--- src/rtl/uart_rx_pkg.sv ---
// Shared constants for the UART-to-matrix loader: FSM state codes, state_LED
// patterns and the bit-period helper.
package uart_rx_pkg;

  localparam logic [2:0] ST_IDLE      = 3'd0;
  localparam logic [2:0] ST_WAIT_BYTE = 3'd1;
  localparam logic [2:0] ST_WRITE     = 3'd2;
  localparam logic [2:0] ST_NEXT      = 3'd3;
  localparam logic [2:0] ST_DONE      = 3'd4;

  localparam logic [4:0] LED_IDLE      = 5'b10000;
  localparam logic [4:0] LED_WAIT_BYTE = 5'b01000;
  localparam logic [4:0] LED_WRITE     = 5'b00100;
  localparam logic [4:0] LED_NEXT      = 5'b00010;
  localparam logic [4:0] LED_DONE      = 5'b00001;

  localparam logic [2:0] RX_IDLE      = 3'd0;
  localparam logic [2:0] RX_START     = 3'd1;
  localparam logic [2:0] RX_DATA      = 3'd2;
  localparam logic [2:0] RX_STOP      = 3'd3;
  localparam logic [2:0] RX_WAIT_HIGH = 3'd4;

  function automatic int calc_clks_per_bit(input int clk_freq, input int baud);
    return clk_freq / baud;
  endfunction

endpackage

--- src/rtl/uart_rx_byte.sv ---
// 8N1 byte receiver with 2-FF input synchroniser and mid-bit sampling.
// RX_FRAME_CHECK_EN: drop bytes with a low stop bit and pulse frame_err.
module uart_rx_byte
  import uart_rx_pkg::*;
#(
  parameter int CLKS_PER_BIT = 16
) (
  input  logic       clk,
  input  logic       rst,
  input  logic       rx_data,
  output logic       byte_valid,
  output logic [7:0] byte_out,
  output logic       frame_err
);

  localparam int CW = $clog2(CLKS_PER_BIT);
  localparam logic [CW-1:0] FULL = CW'(CLKS_PER_BIT - 1);
  localparam logic [CW-1:0] HALF = CW'(CLKS_PER_BIT / 2 - 1);

  logic          rx_meta, rx_s, rx_prev;
  logic [2:0]    rx_state;
  logic [CW-1:0] cnt;
  logic [2:0]    bit_idx;
  logic [7:0]    shreg;
`ifdef RX_FRAME_CHECK_EN
  logic          frame_err_q;
  assign frame_err = frame_err_q;
`else
  assign frame_err = 1'b0;
`endif

  // Synchroniser flops idle high so reset never looks like a start bit.
  always_ff @(posedge clk or negedge rst) begin
    if (!rst) begin
      rx_meta <= 1'b1;
      rx_s    <= 1'b1;
      rx_prev <= 1'b1;
    end else begin
      rx_meta <= rx_data;
      rx_s    <= rx_meta;
      rx_prev <= rx_s;
    end
  end

  always_ff @(posedge clk or negedge rst) begin
    if (!rst) begin
      rx_state   <= RX_IDLE;
      cnt        <= '0;
      bit_idx    <= '0;
      shreg      <= '0;
      byte_out   <= '0;
      byte_valid <= 1'b0;
`ifdef RX_FRAME_CHECK_EN
      frame_err_q <= 1'b0;
`endif
    end else begin
      byte_valid <= 1'b0;
`ifdef RX_FRAME_CHECK_EN
      frame_err_q <= 1'b0;
`endif
      case (rx_state)
        RX_IDLE: begin
          if (rx_prev && !rx_s) begin
            cnt      <= HALF;
            rx_state <= RX_START;
          end
        end
        RX_START: begin
          if (cnt == '0) begin
            if (!rx_s) begin
              cnt      <= FULL;
              bit_idx  <= '0;
              rx_state <= RX_DATA;
            end else begin
              rx_state <= RX_IDLE;
            end
          end else begin
            cnt <= cnt - 1'b1;
          end
        end
        RX_DATA: begin
          if (cnt == '0) begin
            shreg <= {rx_s, shreg[7:1]};
            cnt   <= FULL;
            if (bit_idx == 3'd7) rx_state <= RX_STOP;
            else                 bit_idx  <= bit_idx + 1'b1;
          end else begin
            cnt <= cnt - 1'b1;
          end
        end
        RX_STOP: begin
          if (cnt == '0) begin
`ifdef RX_FRAME_CHECK_EN
            if (!rx_s) begin
              frame_err_q <= 1'b1;
              rx_state    <= RX_WAIT_HIGH;
            end else begin
              byte_valid <= 1'b1;
              byte_out   <= shreg;
              rx_state   <= RX_IDLE;
            end
`else
            byte_valid <= 1'b1;
            byte_out   <= shreg;
            rx_state   <= RX_IDLE;
`endif
          end else begin
            cnt <= cnt - 1'b1;
          end
        end
        RX_WAIT_HIGH: begin
          if (rx_s) rx_state <= RX_IDLE;
        end
        default: rx_state <= RX_IDLE;
      endcase
    end
  end

endmodule

--- src/rtl/uart_rx_to_mem.sv ---
// Loads ROWS*COLS UART bytes into matrix memory after a load_en rising edge.
// RX_FRAME_CHECK_EN (optional) enables stop-bit checking in the receiver.
//
// state      | meaning
// IDLE       | not loading, count held at 0
// WAIT_BYTE  | waiting for the next received byte
// WRITE      | write strobe for the captured byte
// NEXT       | advance count, decide DONE or WAIT_BYTE
// DONE       | load_done pulse
module uart_rx_to_mem
  import uart_rx_pkg::*;
#(
  parameter int CLK_FREQ = 100_000_000,
  parameter int BAUD     = 9600,
  parameter int ROWS     = 2,
  parameter int COLS     = 2,
  parameter int ADDR_W   = 6
) (
  input  logic                             clk,
  input  logic                             rst,
  input  logic                             rx_data,
  input  logic                             load_en,
  output logic                             write,
  output logic [ADDR_W-1:0]                write_address,
  output logic [7:0]                       write_value,
  output logic [$clog2(ROWS*COLS+1)-1:0]   values_recv_count,
  output logic [4:0]                       state_LED,
  output logic                             load_done,
  output logic                             frame_err
);

  localparam int CLKS_PER_BIT = calc_clks_per_bit(CLK_FREQ, BAUD);
  localparam int CNT_W = $clog2(ROWS*COLS+1);
  localparam logic [CNT_W-1:0] LAST = CNT_W'(ROWS*COLS - 1);

  logic       byte_valid;
  logic [7:0] rx_byte;
  logic [2:0] state;
  logic       load_meta, load_s, load_prev;
  logic       load_rise;

  uart_rx_byte #(.CLKS_PER_BIT(CLKS_PER_BIT)) u_rx (
    .clk        (clk),
    .rst        (rst),
    .rx_data    (rx_data),
    .byte_valid (byte_valid),
    .byte_out   (rx_byte),
    .frame_err  (frame_err)
  );

  assign load_rise = load_s & ~load_prev;

  always_ff @(posedge clk or negedge rst) begin
    if (!rst) begin
      load_meta <= 1'b0;
      load_s    <= 1'b0;
      load_prev <= 1'b0;
    end else begin
      load_meta <= load_en;
      load_s    <= load_meta;
      load_prev <= load_s;
    end
  end

  // Dropping load_en aborts from any active state; issued writes stay in memory.
  always_ff @(posedge clk or negedge rst) begin
    if (!rst) begin
      state             <= ST_IDLE;
      values_recv_count <= '0;
      write_address     <= '0;
      write_value       <= '0;
    end else begin
      case (state)
        ST_IDLE: begin
          values_recv_count <= '0;
          if (load_rise) state <= ST_WAIT_BYTE;
        end
        ST_WAIT_BYTE: begin
          if (!load_s) begin
            state             <= ST_IDLE;
            values_recv_count <= '0;
          end else if (byte_valid) begin
            write_address <= ADDR_W'(values_recv_count);
            write_value   <= rx_byte;
            state         <= ST_WRITE;
          end
        end
        ST_WRITE: begin
          if (!load_s) begin
            state             <= ST_IDLE;
            values_recv_count <= '0;
          end else begin
            state <= ST_NEXT;
          end
        end
        ST_NEXT: begin
          if (!load_s) begin
            state             <= ST_IDLE;
            values_recv_count <= '0;
          end else begin
            values_recv_count <= values_recv_count + 1'b1;
            state <= (values_recv_count == LAST) ? ST_DONE : ST_WAIT_BYTE;
          end
        end
        ST_DONE: begin
          values_recv_count <= '0;
          state             <= ST_IDLE;
        end
        default: state <= ST_IDLE;
      endcase
    end
  end

  always_comb begin
    write     = (state == ST_WRITE);
    load_done = (state == ST_DONE);
    state_LED = LED_IDLE;
    case (state)
      ST_WAIT_BYTE: state_LED = LED_WAIT_BYTE;
      ST_WRITE:     state_LED = LED_WRITE;
      ST_NEXT:      state_LED = LED_NEXT;
      ST_DONE:      state_LED = LED_DONE;
      default:      state_LED = LED_IDLE;
    endcase
  end

endmodule

--- config.mk ---
export PLATFORM = sky130hd
export DESIGN_NAME = uart_rx_to_mem
export DESIGN_NICKNAME = d
export VERILOG_FILES = /design/src/rtl/uart_rx_pkg.sv /design/src/rtl/uart_rx_byte.sv /design/src/rtl/uart_rx_to_mem.sv
export SDC_FILE = /design/constraint.sdc
export NUM_CORES = 1
export LEC_CHECK = 0
export BUFFER_PORTS_ARGS = -buffer_cell sky130_fd_sc_hd__buf_2
export CORE_MARGIN = 4
export CORE_UTILIZATION = 35
export DETAILED_ROUTE_END_ITERATION = 10
export PLACE_DENSITY = 0.58
export SYNTH_ARGS = -nofsm -noshare
export SYNTH_HDL_FRONTEND = slang
export SYNTH_SLANG_ARGS = --single-unit
--- constraint.sdc ---
create_clock -name clk -period 1.7 [get_ports clk]
set_input_delay 0.17 -clock clk [delete_from_list [all_inputs] [get_ports clk]]
set_output_delay 0.17 -clock clk [all_outputs]
set_load 0.01 [all_outputs]
==> out/results.txt, run 1 <==
Number of synthesized flops with an enable pin -> 0
Reg-to-Reg End -> u_rx.cnt[7]
CTS tree -> yes
Status -> finished with violations
DIE WIDTH -> 99.5 um
Violated checks -> negative setup slack
Setup TNS -> -4.00 ns
Port Buffer Count -> 24
MaxCap Viol Count -> 0
Net count, final -> 370
Maximum vdd drop -> 0.524 mV
WL final -> 7180 um
Startpoint Class -> flip-flop
Drt initial violations -> 105
Hold Violations, Final -> 0
Cells after Synth -> 255
Min Tclk post-route -> 1.90 ns
Area share of the largest cell type after synthesis -> 47.8%
Place WS -> -0.179 ns
CP top delay family -> simple AND/OR/NAND/NOR gates
Via count -> 2380
Vias in the first global route -> 2328
Async S/R FF share, synth -> 100%
First-pass GRT wire length -> 11400 um
CP Depth -> 8
Syn Area/Cell -> 11.5 um^2
Yosys cell types -> 57
IO Count -> 29
Worst hold slack -> 0.359 ns
Synth area leaders -> dfrtp_1 (48%), mux2_2 (11%), ha_1 (4.3%)
CP max stage delay -> 0.39 ns
Leading cell type in the layout, fill and taps excluded -> buf_4
Clk slew on worst S/H paths -> 0.07 ns
PD cells -> 1340 nW/um^2
Cts bufs inserted -> 9
Crit-path cells -> inv_2 > ha_4 > nor3b_4 > nand4_4 > buf_6 > o21ai_4 > or3_4 > a21bo_1
Grt ovf -> 0
Root Buffer -> clkbuf_8
N_diodes -> 0
Initial antenna violation count -> 0
Maximum clock insertion buffer count -> 2
Kind of critical path -> reg2reg
Initial Utilization -> 35.9%
RSZ-0062 raised after global routing -> yes
Largest net degree at the start of global routing -> 60
# setup viols final -> 35
Row Count -> 33
Leak pwr -> 2.03 nW
Final ANT Viol Nets -> 0
Wirelength per Cell -> 15.4 um
Reg2reg path depth -> 8
Required time of the critical path -> 1.93 ns
Worst setup path start -> u_rx.cnt[0]
R2R setup slack -> -0.20 ns
Area leader, netlist -> dfrtp_1
HP Class -> in2async
Die ar. -> 9910 um^2
Clk_lat worst skew -> 0.34 ns
Mux contribution to synthesized area -> 10.8%
Slew Limit Fails -> 0
Fmax -> 527 MHz
CP Capture Type -> flip-flop
Layout cells sized above 1 -> 54.6%
All-Layer GR Usage -> 14.4%
H-tree Lvls -> 3
Synthesized area -> 2930 um^2
Main synth FF type -> dfrtp_1
Die Height -> 99.5 um
Detailed-route DRC error count -> 0
Clock Sinks -> 59
Post-synthesis simple-gate area fraction -> 14.1%
Router iterations before antenna repair -> 4
Largest family of logic cells by synthesized area -> compound AO/OA/AOI/OAI gates
Placed Cells -> 426
Setup WS post-layout -> -0.198 ns
Vias/cell -> 5.11
Core Footprint -> 8180 um^2
Crit path buf inv count -> 2
Post-synthesis sequential area ratio -> 50.5%
Final RePlAce weighted congestion -> 0.863
Worst-path maximum fanout -> 4
Synth Area in Compound Gates -> 16.6%
Post-DP HPWL -> 4300 um
Met2 WL post-DR -> 3500 um
Worst-margin pin slew -> 0.568 ns
Post-Synth Adder-Cell Area -> 4.27%
Met3 WL post-DR -> 370 um
Fillers -> 713
Slowest CP cell -> dfrtp_1
Warnings, synthesis -> 0
Met1 wire length -> 3090 um
Max Used Layer -> met4
Arrival @ worst endpoint -> 2.13 ns
Most frequent cells in the layout -> buf_4 (59), dfrtp_1 (56), mux2_2 (27)
Final period util -> 112%
FF+latch count, synth -> 59
Post-synthesis xor/xnor area fraction -> 0.299%
Worst flop-to-flop path startpoint -> u_rx.cnt[0]
Max-slew headroom -> 61.8%
Fin Clk Skew -> 0.00547 ns
Area grow syn2layout -> 46.2%
Non-filler cells in the finished layout -> 466
Worst Setup EP -> u_rx.cnt[7]
sequential cells by signal, indices dropped and copies added, names as in the netlist, 2 cells and up:
name and flops:
u_rx.byte_out 8, u_rx.cnt 14, state 3, u_rx.rx_state 2, u_rx.shreg 8, values_recv_count 3, write_address 3, u_rx.bit_idx 3
write_value 8
synth_stat cells, drive strengths merged, types with 2 or more instances:
cell      n
a211oi    4
a21boi    3
a21oi    12
a22o      7
a31o      2
a31oi     3
and4      2
buf       7
clkbuf    5
dfrtp    56
dfstp     3
ha       10
inv       8
mux2     28
nand2    13
nand2b    3
nand3     2
nand4     2
nor2     23
nor2b     2
nor3      4
nor3b     6
nor4      4
o211ai    3
o21a      2
o21ai    16
o22a      2
o2bb2ai   3
or3       4
cells by family (layout without fill, tap and decap cells):
logic type               count (synthesis)  after routing
flip-flops                              59             59
other                                    1              4
buffers and inverters                   20            122
adder cells (fa/ha/maj)                 10             10
multiplexers                            28             28
AO/OA/AOI/OAI                           66             67
AND/OR/NAND/NOR                         70             70
XOR/XNOR                                 1              1
metrics by stage:
stage | power (mW) | util [%] | instance area (um^2)
floorplan | 2.69 | - | 2980
global placement | 3.51 | 43.5 | 3560
detailed placement | 3.54 | 43.5 | 3560
CTS | 5.37 | 49.8 | 4070
global route | 6.04 | 52.5 | 4290
finish | 5.74 | 52.5 | 4290
power breakdown:
group / switching [mW] / internal (mW) / total [mW]
Sequential: 0.117 / 1.53 / 1.65
Combinational: 1.30 / 1.36 / 2.66
Clock: 0.606 / 0.834 / 1.44
Total: 2.03 / 3.72 / 5.74
worst min-delay path, cell delays in order:
cell and delay [ns]:
dlygate4sd3_1 0.52, buf_2 0.12, buf_12 0.28
area by class of cell:
cell class              instances  area, um^2  share of cell area (%)
clock buffers                   9         124                    2.89
clock inverters                 7         100                    2.33
inverters                       8        30.0                   0.700
multi-input cells             180        1670                    39.0
flip-flops and latches         59        1480                    34.5
well taps                     105         131                    3.06
repair buffers                 98         749                    17.5
routing by layer:
metal	global-route usage (%)	up-vias
met2	23.6	63
met5	0	-
met3	4.21	20
met4	6.41	0
li1	-	1137
met1	17.6	1160
how the worst min path moves through the flow:
stage / from / to / slack [ns] / depth (start not counted)
floorplan: rst / load_meta / -0.13 / 0
global placement: rst / state[2] / 0.20 / 2
detailed placement: rst / state[2] / 0.21 / 2
CTS: u_rx.rx_meta / u_rx.rx_s / 0.36 / 0
global route: u_rx.rx_meta / u_rx.rx_s / 0.37 / 0
finish: rst / write_address[1] / 0.36 / 3
what timing repair did:
item | CTS | global route
hold buffers | 3 | 0
gates resized for setup | 42 | 31
pin swaps | 21 | 22
endpoints found under the hold margin | 58 | 0
endpoints found under the setup margin | 35 | 35
gates cloned | 2 | 0
setup buffers | 9 | 14
Note: power is estimated with default switching activity, not from simulation.
==> inputs of run 2 (changes only) <==
Settings changed: CTS_CLUSTER_SIZE from default to 28, SETUP_SLACK_MARGIN from default to 0.1.
==> run 2 against run 1 <==
Net effect:
- the flow still finishes with violations (negative setup slack)
- clock-buffer cell count unchanged
- clock skew up 0.0038 ns
- final area down 3.7%
- power down 11%
- clock power down 22%
- die area unchanged
- via count down 1.3%
- sequential share of layout area up 1.4 points
- final cell count up 0.64%
- largest power group unchanged
==> out/results.txt, run 2 (synthesized netlist as in run 1, its figures left out) <==
Status -> finished with violations (unchanged)
Violated checks -> negative setup slack (unchanged)
Wirelength per Cell -> 14.3 um (was 15.4 um)
Largest reg by FF count -> u_rx.cnt (unchanged)
Port Buffer Count -> 24 (unchanged)
Fillers -> 738 (was 713)
IO Count -> 29 (unchanged)
Worst hold slack -> 0.349 ns (was 0.359 ns)
Final RePlAce weighted congestion -> 0.885 (was 0.863)
Router iterations before antenna repair -> 4 (unchanged)
Fmax -> 531 MHz (was 527 MHz)
Cell mode on critical path -> buf_4
Max-slew headroom -> 57.6% (was 61.8%)
Detailed-route DRC error count -> 0 (unchanged)
CP top delay family -> simple AND/OR/NAND/NOR gates (unchanged)
Cts bufs inserted -> 9 (unchanged)
Fin Clk Skew -> 0.00930 ns (was 0.00547 ns)
Maximum clock insertion buffer count -> 2 (unchanged)
N_diodes -> 0 (unchanged)
Required time of the critical path -> 1.92 ns (was 1.93 ns)
Slew Limit Fails -> 0 (unchanged)
Clk slew on worst S/H paths -> 0.07 ns (about the same)
Arrival @ worst endpoint -> 2.11 ns (was 2.13 ns)
Leading cell type in the layout, fill and taps excluded -> buf_4 (unchanged)
Hold Violations, Final -> 0 (unchanged)
WL final -> 6710 um (was 7180 um)
Setup TNS -> -2.99 ns (was -4.00 ns)
Clk_lat worst skew -> 0.33 ns (was 0.34 ns)
Startpoint Class -> flip-flop (unchanged)
Via count -> 2350 (was 2380)
Non-filler cells in the finished layout -> 469 (was 466)
Finished Core Util -> 50.5% (was 52.5%)
Crit path buf inv count -> 2 (unchanged)
Initial antenna violation count -> 0 (unchanged)
PD cells -> 1240 nW/um^2 (was 1340 nW/um^2)
Vias/cell -> 5.01 (was 5.11)
CP Capture Type -> flip-flop (unchanged)
Post-DP HPWL -> 4570 um (was 4300 um)
Initial Utilization -> 35.9% (unchanged)
MaxCap Viol Count -> 0 (unchanged)
Die Height -> 99.5 um (unchanged)
Maximum vdd drop -> 0.770 mV (was 0.524 mV)
Root Buffer -> clkbuf_8 (unchanged)
Worst-path maximum fanout -> 6 (was 4)
First-pass GRT wire length -> 11200 um (was 11400 um)
Reg2reg path depth -> 7 (was 8)
Clock Sinks -> 59 (unchanged)
Crit-path cells -> nor4_4 > buf_4 > nand4_4 > a21oi_1 > buf_4 > nor2_1 > a22o_1 (was inv_2 > ha_4 > nor3b_4 > nand4_4 > buf_6 > o21ai_4 > or3_4 > a21bo_1)
Largest net degree at the start of global routing -> 25 (was 60)
Hold depth -> 0
All-Layer GR Usage -> 14.1% (was 14.4%)
CTS tree -> yes (unchanged)
Kind of critical path -> reg2reg (unchanged)
CP max stage delay -> 0.41 ns (was 0.39 ns)
CP Depth -> 7 (was 8)
Area grow syn2layout -> 40.8% (was 46.2%)
Worst-margin pin slew -> 0.635 ns (was 0.568 ns)
Largest register FFs -> 14 (unchanged)
Leak pwr -> 2.03 nW (about the same)
Vias in the first global route -> 2363 (was 2328)
Final ANT Viol Nets -> 0 (unchanged)
Row Count -> 33 (unchanged)
HP Class -> reg2reg (was in2async)
Core Footprint -> 8180 um^2 (unchanged)
DIE WIDTH -> 99.5 um (unchanged)
Min Tclk post-route -> 1.88 ns (was 1.90 ns)
Drt initial violations -> 89 (was 105)
Final period util -> 111% (was 112%)
Slowest CP cell -> dfrtp_1 (unchanged)
Net count, final -> 373 (was 370)
Most frequent cells in the layout -> buf_4 (61), dfrtp_1 (55), mux2_2 (27) (was buf_4 (59), dfrtp_1 (56), mux2_2 (27))
RSZ-0062 raised after global routing -> yes (unchanged)
Placed Cells -> 429 (was 426)
Die ar. -> 9910 um^2 (unchanged)
H-tree Lvls -> 3 (unchanged)
Layout cells sized above 1 -> 51.4% (was 54.6%)
Setup WS post-layout -> -0.184 ns (was -0.198 ns)
# setup viols final -> 35 (unchanged)
Grt ovf -> 0 (unchanged)
## run 2: cell count changes in the layout (fill, tap and decap cells not counted), sizes merged
cell and change:
bufinv -2, clkinvlp +4, buf +3, clkinv -2
## run 2: repair_timing
| action | in CTS | in global routing |
|---|---|---|
| pin swaps | 15 | 8 |
| hold buffers | 3 | 0 |
| cloned | 0 | 2 |
| gates resized for setup | 28 | 14 |
| hold endpoints to repair | 21 | 0 |
| endpoints found under the setup margin | 36 | 36 |
| setup buffers | 10 | 10 |
## run 2: per-stage QoR
step	setup slack [ns]	power, mW	area, um^2
2_1_floorplan	-0.0446	2.72	3000
3_3_place_gp	-0.129	3.53	3600
3_5_place_dp	-0.242	3.56	3600
4_1_cts	-0.137	4.98	4000
5_1_grt	-0.288	5.49	4130
6_report	-0.184	5.14	4130
## run 2: area by class of cell
cell class	instances	area (um^2)	area share [%]
Multi-Input combinational cell	180	1550	37.4
Clock inverter	7	52.6	1.27
Sequential cell	59	1480	35.9
Timing Repair Buffer	101	766	18.5
Clock buffer	9	124	3.00
Tap cell	105	131	3.18
Inverter	8	30.0	0.727
## run 2: worst paths after layout
kind,from,endpoint,slack [ns]
hold / removal,load_meta,load_s,0.35
hold reg to reg,load_meta,load_s,0.35
setup reg to reg,u_rx.cnt[11],u_rx.cnt[9],-0.18
setup / recovery,u_rx.cnt[11],u_rx.cnt[9],-0.18
max in group asynchronous,rst,u_rx.cnt[0],0.79
min in group asynchronous,rst,write_address[0],0.39
## run 2: power breakdown
group          internal, mW  switching (mW)  total (mW)
registers              1.53           0.134        1.67
clock network         0.531           0.590        1.12
logic                  1.24            1.11        2.35
total                  3.31            1.83        5.14
## run 2: routing by layer
layer / up-vias / wire, um / global-route usage [%]
met5: - / 0 / 0
met4: 0 / 116 / 4.62
met3: 14 / 351 / 4.35
met2: 56 / 3250 / 23.2
met1: 1144 / 2990 / 17.6
li1: 1136 / - / -
==> inputs of run 3 (changes only) <==
Settings changed: CORE_UTILIZATION 35 to 53, GPL_TIMING_DRIVEN from default to 0, PLACE_DENSITY 0.58 to 0.79.
==> run 3 against run 2 <==
Net effect:
- the run still ends with negative setup slack left
- clock skew about the same
- critical endpoint is now u_rx.cnt[4]
- sequential cell count unchanged
- clock-buffer cell count unchanged
- final area down 6.0%
- sequential share of layout area up 2.4 points
- critical path depth up 1
- core utilization up 24 points
- clock power up 29%
- maximum frequency down 2.7%
- power down 0.42%
- first-iteration DRC count up 25%
==> out/results.txt, run 3 (synthesized netlist as in run 1, its figures left out) <==
N_diodes -> 0 (unchanged)
Detailed-route DRC error count -> 0 (unchanged)
CP Capture Type -> flip-flop (unchanged)
Largest net degree at the start of global routing -> 60 (was 25)
Net count, final -> 338 (was 373)
H-tree Lvls -> 3 (unchanged)
Clk_lat worst skew -> 0.35 ns (was 0.33 ns)
Initial antenna violation count -> 0 (unchanged)
Root Buffer -> clkbuf_8 (unchanged)
Comb pwr share -> 38.0% (was 45.8%)
Router iterations before antenna repair -> 4 (unchanged)
Final ANT Viol Nets -> 0 (unchanged)
Status -> finished with violations (unchanged)
IO Count -> 29 (unchanged)
Largest reg by FF count -> u_rx.cnt (unchanged)
Maximum vdd drop -> 0.800 mV (was 0.770 mV)
Kind of critical path -> reg2reg (unchanged)
P_int -> 3.28 mW (was 3.31 mW)
Worst-path maximum fanout -> 6 (unchanged)
Row Count -> 26 (was 33)
Fin Clk Skew -> 0.00910 ns (was 0.00930 ns)
Switch Pwr -> 1.84 mW (was 1.83 mW)
Grt ovf -> 0 (unchanged)
Fraction of power consumed by sequential logic -> 33.9% (was 32.4%)
Crit-path cells -> inv_2 > ha_4 > nor3b_4 > nand4_4 > buf_8 > o21ai_4 > nor2_1 > o22a_1 (was nor4_4 > buf_4 > nand4_4 > a21oi_1 > buf_4 > nor2_1 > a22o_1)
Max-slew headroom -> 51.9% (was 57.6%)
Min Tclk post-route -> 1.94 ns (was 1.88 ns)
CP max stage delay -> 0.39 ns (was 0.41 ns)
Vias in the first global route -> 2208 (was 2363)
All-Layer GR Usage -> 21.5% (was 14.1%)
Final period util -> 114% (was 111%)
Switching share of power -> 36.0% (was 35.7%)
Most frequent cells in the layout -> dfrtp_1 (52), buf_4 (32), mux2_2 (27) (was buf_4 (61), dfrtp_1 (55), mux2_2 (27))
RSZ-0062 raised after global routing -> yes (unchanged)
Initial Utilization -> 56.0% (was 35.9%)
CTS tree -> yes (unchanged)
Required time of the critical path -> 1.94 ns (was 1.92 ns)
Startpoint Class -> flip-flop (unchanged)
Total Power -> 5.12 mW (was 5.14 mW)
Setup TNS -> -5.00 ns (was -2.99 ns)
Final RePlAce weighted congestion -> 0.819 (was 0.885)
Arrival @ worst endpoint -> 2.18 ns (was 2.11 ns)
Die Height -> 82.4 um (was 99.5 um)
WL final -> 6960 um (was 6710 um)
Clk slew on worst S/H paths -> 0.07 ns (about the same)
Finished Core Util -> 74.1% (was 50.5%)
Worst hold slack -> 0.352 ns (was 0.349 ns)
Area grow syn2layout -> 32.3% (was 40.8%)
MaxCap Viol Count -> 0 (unchanged)
Slew Limit Fails -> 0 (unchanged)
Cts bufs inserted -> 9 (unchanged)
Leading cell type in the layout, fill and taps excluded -> dfrtp_1 (was buf_4)
Core Footprint -> 5240 um^2 (was 8180 um^2)
Drt initial violations -> 111 (was 89)
Layout cells sized above 1 -> 48.6% (was 51.4%)
PD cells -> 1320 nW/um^2 (was 1240 nW/um^2)
HP Class -> reg2reg (unchanged)
Vias/cell -> 5.78 (was 5.01)
Clock power share -> 28.1% (was 21.8%)
Largest register FFs -> 14 (unchanged)
Violated checks -> negative setup slack (unchanged)
Maximum clock insertion buffer count -> 2 (unchanged)
Fmax -> 516 MHz (was 531 MHz)
# setup viols final -> 35 (unchanged)
Port Buffer Count -> 24 (unchanged)
Clock Sinks -> 59 (unchanged)
Post-DP HPWL -> 3870 um (was 4570 um)
DIE WIDTH -> 82.4 um (was 99.5 um)
First-pass GRT wire length -> 10500 um (was 11200 um)
Leak pwr -> 1.86 nW (was 2.03 nW)
Die ar. -> 6790 um^2 (was 9910 um^2)
Wirelength per Cell -> 17.5 um (was 14.3 um)
Setup WS post-layout -> -0.237 ns (was -0.184 ns)
Slowest CP cell -> dfrtp_1 (unchanged)
Worst-margin pin slew -> 0.721 ns (was 0.635 ns)
Via count -> 2307 (was 2350)
Hold Violations, Final -> 0 (unchanged)
==> run 3: changes by cell type in the layout (fill, tap and decap cells not counted), moves of 3 or more <==
cell        delta
dfrtp_2        +3
clkinvlp_4     -4
dfrtp_1        -3
buf_6          -7
buf_4         -29
==> run 3: cell type report <==
class                           count  area (um^2)
Tap cell                           70         87.6
Clock inverter                      7          100
Inverter                            8         30.0
Buffer                             11          105
Clock buffer                        9          124
Timing Repair Buffer               55          388
Multi-Input combinational cell    180         1560
Sequential cell                    59         1490
Fill cell                         334         1360
==> run 3: worst paths after layout <==
kind / start / to / slack [ns] / cells past startpoint
hold / removal: load_meta / load_s / 0.35 / 0
max in group asynchronous: rst / u_rx.cnt[3] / 0.75 / 2
hold reg to reg: load_meta / load_s / 0.35 / 0
setup / recovery: u_rx.cnt[1] / u_rx.cnt[4] / -0.24 / 8
setup reg to reg: u_rx.cnt[1] / u_rx.cnt[4] / -0.24 / 8
min in group asynchronous: rst / u_rx.cnt[7] / 0.43 / 2
==> run 3: per-stage QoR <==
step                      area, um^2  instances  setup slack (ns)
after global routing            3880        399            -0.315
after floorplan                 3000        258           -0.0446
final                           3880        399            -0.237
after detailed placement        3210        352            -0.349
after CTS                       3730        391            -0.194
after global placement          3210        352            -0.328
==> run 3: power by group through the flow <==
| stage | sequential [mW] | clock [mW] | combinational, mW |
|---|---|---|---|
| finish | 1.74 | 1.44 | 1.94 |
| global route | 1.75 | 1.56 | 2.07 |
| CTS | 1.71 | 1.46 | 1.64 |
| detailed placement | 1.74 | 0 | 1.26 |
| global placement | 1.73 | 0 | 1.22 |
| floorplan | 1.70 | 0 | 1.02 |
==> run 3: per-layer routing <==
| metal | GRT usage [%] | wire [um] | vias to the layer above |
|---|---|---|---|
| met4 | 12.0 | 227 | 0 |
| li1 | - | - | 1072 |
| met1 | 24.6 | 2870 | 1109 |
| met5 | 0 | 0 | - |
| met3 | 6.83 | 504 | 27 |
| met2 | 35.3 | 3370 | 99 |
==> run 3: worst max-delay path, delay by kind of cell (launching register included) <==
| kind | cells | cell delay [ns] |
|---|---|---|
| and+or+nand+nor | 3 | 0.57 |
| AOI/OAI and AO/OA | 2 | 0.41 |
| DFF | 1 | 0.39 |
| buffers and inverters | 2 | 0.31 |
| adders and majority gates | 1 | 0.14 |
==> run 3: timing repair <==
item,4_1_cts,5_1_grt
pin swaps,7,11
setup buffers,19,8
hold buffers,2,1
gates cloned,2,0
resized for setup,31,23
endpoints found under the setup margin,52,48
endpoints found under the hold margin,2,56
